[config.mk]
export PLATFORM = sky130hd
export DESIGN_NAME = button_cmd_encoder
export DESIGN_NICKNAME = d
export VERILOG_FILES = /design/src/rtl/button_cmd_encoder.sv
export SDC_FILE = /design/constraint.sdc
export NUM_CORES = 1
export LEC_CHECK = 0
export BUFFER_PORTS_ARGS = -buffer_cell sky130_fd_sc_hd__buf_2
export CORE_MARGIN = 8
export CORE_UTILIZATION = 35
export CTS_CLUSTER_SIZE = 40
export DETAILED_ROUTE_END_ITERATION = 12
export PLACE_DENSITY_LB_ADDON = 0.08
export SETUP_SLACK_MARGIN = 0.02
export SKIP_LAST_GASP = 1
export SLEW_MARGIN = 20
export SYNTH_ARGS = -nofsm -noshare
export SYNTH_HDL_FRONTEND = slang
export SYNTH_SLANG_ARGS = --single-unit
export TNS_END_PERCENT = 20
[constraint.sdc]
create_clock -name clk -period 13.2 [get_ports clk]
set_input_delay 1.98 -clock clk [delete_from_list [all_inputs] [get_ports clk]]
set_output_delay 1.98 -clock clk [all_outputs]
set_load 0.02 [all_outputs]
[src/rtl/button_cmd_encoder.sv]
// Synchronises and debounces five push-buttons, adds per-button delayed auto-repeat and
// merges press/repeat events into one lowest-index-first command stream with valid/ready.

module button_cmd_encoder #(
  parameter int unsigned DEBOUNCE_CYC = 250000,
  parameter int unsigned DAS_CYC      = 20000000,
  parameter int unsigned ARR_CYC      = 5000000,
  parameter logic [4:0]  REPEAT_MASK  = 5'b01110,
  parameter int unsigned CNT_W        = 32
) (
  input  logic       clk,
  input  logic       rst,
  input  logic       BUTTON_C,
  input  logic       BUTTON_E,
  input  logic       BUTTON_W,
  input  logic       BUTTON_S,
  input  logic       BUTTON_N,
  input  logic       I_CMD_READY,
  output logic       O_CMD_VALID,
  output logic [2:0] O_CMD_CODE,
  output logic       O_DROP
);

  localparam logic [CNT_W-1:0] DEB_LAST = CNT_W'(DEBOUNCE_CYC - 1);
  localparam logic [CNT_W-1:0] DAS_LAST = CNT_W'(DAS_CYC - 1);
  localparam logic [CNT_W-1:0] ARR_LAST = CNT_W'(ARR_CYC - 1);
  localparam logic [CNT_W-1:0] CNT_ONE  = CNT_W'(1);

  typedef enum logic [1:0] {
    IDLE,
    DELAY,
    REPEAT,
    HELD
  } btn_state_t;

  logic [4:0] raw;
  logic [4:0] sync1;
  logic [4:0] sync2;
  logic [4:0] evt;
  logic [4:0] pending;

  // Bit order matches the command code: 0=C .. 4=N.
  assign raw = {BUTTON_N, BUTTON_S, BUTTON_W, BUTTON_E, BUTTON_C};

  always_ff @(posedge clk or posedge rst) begin
    if (rst) begin
      sync1 <= '0;
      sync2 <= '0;
    end else begin
      sync1 <= raw;
      sync2 <= sync1;
    end
  end

  for (genvar i = 0; i < 5; i++) begin : g_btn
    logic [CNT_W-1:0] deb_cnt;
    logic [CNT_W-1:0] rep_cnt;
    logic             deb;
    logic             evt_q;
    logic             settle;
    logic             rise;
    logic             fall;
    btn_state_t       state;

    // The FSM reacts on the same edge the debounced level flips, so the
    // registered event lines up with the new debounced level.
    assign settle = (sync2[i] != deb) && (deb_cnt == DEB_LAST);
    assign rise   = settle && sync2[i];
    assign fall   = settle && !sync2[i];
    assign evt[i] = evt_q;

    always_ff @(posedge clk or posedge rst) begin
      if (rst) begin
        deb_cnt <= '0;
        deb     <= 1'b0;
      end else if (sync2[i] == deb) begin
        deb_cnt <= '0;
      end else if (settle) begin
        deb     <= sync2[i];
        deb_cnt <= '0;
      end else begin
        deb_cnt <= deb_cnt + CNT_ONE;
      end
    end

    always_ff @(posedge clk or posedge rst) begin
      if (rst) begin
        state   <= IDLE;
        rep_cnt <= '0;
        evt_q   <= 1'b0;
      end else begin
        evt_q <= 1'b0;
        if (fall) begin
          state   <= IDLE;
          rep_cnt <= '0;
        end else begin
          case (state)
            IDLE: begin
              if (rise) begin
                evt_q   <= 1'b1;
                rep_cnt <= '0;
                state   <= REPEAT_MASK[i] ? DELAY : HELD;
              end
            end
            DELAY: begin
              if (rep_cnt == DAS_LAST) begin
                evt_q   <= 1'b1;
                rep_cnt <= '0;
                state   <= REPEAT;
              end else begin
                rep_cnt <= rep_cnt + CNT_ONE;
              end
            end
            REPEAT: begin
              if (rep_cnt == ARR_LAST) begin
                evt_q   <= 1'b1;
                rep_cnt <= '0;
              end else begin
                rep_cnt <= rep_cnt + CNT_ONE;
              end
            end
            HELD: begin
              rep_cnt <= '0;
            end
            default: begin
              state   <= IDLE;
              rep_cnt <= '0;
            end
          endcase
        end
      end
    end
  end

  logic       load;
  logic       have;
  logic [2:0] pick;
  logic [4:0] consume;
  logic [4:0] pending_next;
  logic       drop_any;

  always_comb begin
    pick = '0;
    for (int j = 4; j >= 0; j--) begin
      if (pending[j]) pick = 3'(j);
    end
    have    = |pending;
    load    = !O_CMD_VALID || I_CMD_READY;
    consume = (load && have) ? (5'b00001 << pick) : 5'b00000;
    // A new event on a bit that is leaving this edge simply re-arms it.
    drop_any     = |(evt & pending & ~consume);
    pending_next = (pending & ~consume) | evt;
  end

  always_ff @(posedge clk or posedge rst) begin
    if (rst) begin
      pending     <= '0;
      O_DROP      <= 1'b0;
      O_CMD_VALID <= 1'b0;
      O_CMD_CODE  <= '0;
    end else begin
      pending <= pending_next;
      O_DROP  <= drop_any;
      if (load) begin
        O_CMD_VALID <= have;
        if (have) O_CMD_CODE <= pick;
      end
    end
  end

endmodule

Word-level counts from Yosys, hierarchy flattened
Index checks and enable logic that the tools add are counted.
{ "totals": {"reg_bits": 360, "word_cells": 234, "output_inout_bits": 5} }
{ "op_classes": {"reduce_logical": 46, "add_sub_neg": 10, "muxes": 86, "eq_ne": 50, "bitwise": 10, "shifts": 1} }
{ "op_table": {"columns": ["operator", "count"], "rows": [
  ["$mux 32", 30],
  ["$pmux 32 s4", 5],
  ["$add 32x1->32 const B", 10],
  ["$eq 32x18->1 const B", 5],
  ["$eq 32x23->1 const B", 5],
  ["$eq 32x25->1 const B", 5],
  ["$mux 2", 15],
  ["$ne 3x3->1 const B", 10],
  ["$eq 2x2->1 const B", 10],
  ["$mux 1", 20],
  ["$pmux 2 s2", 5],
  ["$logic_and 1x1->1", 16],
  ["$and 5x5->5", 3],
  ["$mux 3", 5],
  ["$pmux 1 s3", 5],
  ["$reduce_and 3->1", 5],
  ["$reduce_bool 3->1", 5],
  ["$reduce_and 2->1", 6],
  ["$eq 2x1->1 const B", 5],
  ["$logic_not 2->1", 5],
  ["$reduce_or 5->1", 2],
  ["$logic_not 1->1", 6],
  ["$eq 1x1->1", 5],
  ["$mux 5", 1],
  ["other kinds (6)", 14]
]} }

Depth between registers and ports, before layout
{ "logic_depth": {"word_depth": 10, "ltp_mapped": 10, "mapped_depth_nobuf": 7} }

Least setup slack after synthesis
Ideal clock, no wire load.
{ "synth_timing": {"path_kind": "input to register", "start": "input port I_CMD_READY", "end": "register O_DROP", "setup_ns": 0.129, "t_arrival_ns": 2.469, "stages": 4, "setup_slack_ns": 10.602, "cell_sequence": "nand2b_1 > nand2_1 > o21ai_0 > o21ai_0"} }
{ "synth_between": {"elab_chain_len": 6} }
{ "synth_lines": {"columns": ["item", "line", "rtl"], "rows": [
  ["start, declared", "18", "input logic I_CMD_READY,"],
  ["$logic_or 1x1->1", "148", "load = !O_CMD_VALID || I_CMD_READY;"],
  ["$logic_and 1x1->1", "149", "consume = (load && have) ? (5'b00001 << pick) : 5'b00000;"],
  ["$mux 5", "149", null],
  ["$not 5->5", "151", "drop_any = |(evt & pending & ~consume);"],
  ["$and 5x5->5", "151", null],
  ["$reduce_or 5->1", "151", null],
  ["via drop_any", "140", "logic drop_any;"],
  ["end signal, assigned", "163", "O_DROP <= drop_any;"],
  ["end, declared", "21", "output logic O_DROP"]
]} }
The timed path passes the listed nets, and every way through them passes these cells.
A chain may end at the register's enable or synchronous reset.

==> reports/metrics.yaml <==
layout_commonest_cell: "dfrtp_1"
antenna_cells: 0
min_period_ns: 4.121
cts_sinks: 360
reg2reg_depth: 7
hpwl_um: 29090
critical_path_arrival_ns: 4.73
coreArea_um2: 54770
die_y_um: 250.5
ctsHoldBuffers: 0
reg2reg_to: "g_btn[0].rep_cnt[28]"
start_util: 0.3514
wl_um: 45090
ctsHtreeMaxLevel: 2
cp.required_ns: 13.81
critPathKind: "in -> async"
cts.clk_slew.worst_paths_ns: 0.05
drt-pass1-iter-count: 7
ff2ff_setup_slack_ns: 10.13
ys_warn_count: 0
dieWidth_um: 250.5
regArea_um2: 9009
synth_cell_types: 75
holdPathEnd: "sync2[4]"
grt.overflow.total: 0
syn_area_per_cell_um2: 9.105
ir_worst_vdd_mv: 0.09405
max_freq_mhz: 242.7
insertion_delay_ns: 0.57
cap_violations: 0
ys_ff_latch: 360
postPlaceCellArea_um2: 20000
cts_inserted_buffers: 46
antenna_found_initial: 1
finalCritPeriodShare: 0.3122
min_path_cells: 0
final_max_slew_viol_count: 0
multi_input_area_um2: 9746
gp_congestion: 0.7684
cts-resized-gates: 0
max_slew_margin: 0.3146
worstHoldStart: "sync1[4]"
netlist_area_um2: 19250
synthArstFlopShare: 1.000
grt_setup_unrepaired: "false"
drive_gt1_frac: 0.06797
stdcell_count: 2852
cp_max_fo: 158
hp-class: "reg -> reg"
fill_cells: 5402
grt_max_degree: 159
power.total_uw: 2512
finClkSkew_ns: 0.02344
final.setup.tns_ns: 0
vias: 15415
status: "finished clean"
cts_tree: "yes"
startpoint: "rst"
syn_inst: 2114
grt_pass1_wl_um: 77660
io_buffers: 12
power-per-cell-area_nw_per_um2: 116.0
final_area_um2: 21660
post_drt_via_cell_ratio: 5.405
finalHoldViolCount: 0
mostFrequentLayoutCells: "dfrtp_1, nor2_1, nand2_1, nand3_1, xnor2_1"
grt.total_usage: 0.1439
seq_area_frac_synth: 0.4680
grt_pass1_vias: 15126
synthFlopType: "dfrtp_1"
final_nets: 2150
synth_nets: 2152
tightest_slew_ns: 1.024
clock-root-buffer: "clkbuf_16"
drc_errors: 0
leakagePower_uw: 0.008704
rr_startpoint: "g_btn[0].deb_cnt[0]"
synth_edf_count: 0
setup_viol: 0
drtIter0Drc: 983
ant_nets: 0
areaGrowthSynthToFinish_pct: 12.53
die_area_um2: 62760
dp_cells: 2768
wl_per_cell_um: 15.81
critPathLaunchType: "input pin"
rows: 86
crit_path_end_kind: "async pin"
clockBufferDepth: 3
pin_count: 13
post-cts-setup-buffer-count: 0
==> stage by stage <==
stage,hold slack (ns),setup WS [ns],util
after floorplan,0.3312,1.230,-
after global placement,0.3328,8.112,0.3651
after detailed placement,0.3385,8.111,0.3651
after CTS,0.3516,8.739,0.3952
after global routing,0.3533,8.403,0.3955
final,0.3477,9.079,0.3955
==> synthesized netlist by cell type (all sizes together) (4+ instances only) <==
cell type	n	area, um^2
nand2b	5	31.28
o21ai	79	395.4
mux2i	4	40.04
inv	54	202.7
a22o	17	148.9
or2	14	87.58
o311ai	18	157.6
o31a	7	61.31
nand4	83	519.3
a22oi	8	60.06
clkbuf	62	235.2
ha	30	375.4
nor2b	10	62.56
a211oi	4	35.03
o21a	4	30.03
nor4bb	5	50.05
a31oi	8	50.05
dfrtp	360	9009
nand2	211	799.5
nand3	160	800.8
or3	40	250.2
xnor2	116	1016
nand4b	4	35.03
xor2	71	621.9
mux2	6	67.56
a21o	24	180.2
nor4	79	500.5
o31ai	20	163.9
nor2	282	1066
and4	18	157.7
o41a	5	56.30
and3	54	337.8
buf	13	82.57
or4	14	108.9
o211ai	9	67.56
a21oi	50	250.2
and2	24	150.1
o2bb2ai	5	43.79
nor3	76	380.4
o41ai	6	71.32
nor4b	22	192.7
==> registers in the layout, summed over array words and instances (netlist names), 3 cells and up <==
signal,count
sync2,5
sync1,5
g_btn.deb_cnt,160
g_btn.rep_cnt,160
g_btn.deb,5
O_CMD_CODE,3
g_btn.evt_q,5
g_btn.state,10
pending,5
==> cell families after synthesis <==
family | after synthesis | synth area share
AND/OR/NAND/NOR | 1111 | 0.2918
multiplexers | 10 | 0.005590
buffers and inverters | 129 | 0.02704
XOR/XNOR | 187 | 0.08509
flip-flops | 360 | 0.4680
adder cells (fa/ha/maj) | 30 | 0.01950
AO/OA/AOI/OAI | 287 | 0.1030
==> final cells by class <==
class | instances | area share
repair buffers | 25 | 0.007856
flip-flops and latches | 360 | 0.4159
well taps | 704 | 0.04067
inverters | 54 | 0.009705
clock buffers | 62 | 0.06106
multi-input cells | 1625 | 0.4499
clock inverters | 22 | 0.01485
==> power breakdown <==
part           leakage [uW]  switching [uW]  internal (uW)  total (uW)
Clock              0.000808             497            857        1350
Sequential          0.00499            5.43           1110        1120
Combinational       0.00291            35.4           7.26        42.7
==> critical path, cell delays in order <==
cell and delay, ns:
buf_2 0.13, inv_8 0.42, buf_12 0.69, buf_4 0.66, buf_4 0.71
==> how the worst max path moves through the flow <==
stage	cells past startpoint	slack, ns	end
after floorplan	1	1.23	O_CMD_CODE[0]
after global placement	5	8.11	g_btn[3].rep_cnt[13]
after detailed placement	5	8.11	g_btn[3].rep_cnt[14]
after CTS	5	8.74	g_btn[1].deb_cnt[24]
after global routing	5	8.40	g_btn[1].deb_cnt[27]
final	5	9.08	g_btn[3].rep_cnt[14]
==> routing by layer <==
layer / GRT usage / wire, um / up-vias
met5: 0 / 0 / -
li1: - / - / 7607
met2: 0.2282 / 20210 / 190
met4: 0.03625 / 928 / 0
met3: 0.02570 / 1516 / 67
met1: 0.2017 / 22440 / 7551
Power figures use the tool's default switching activity.
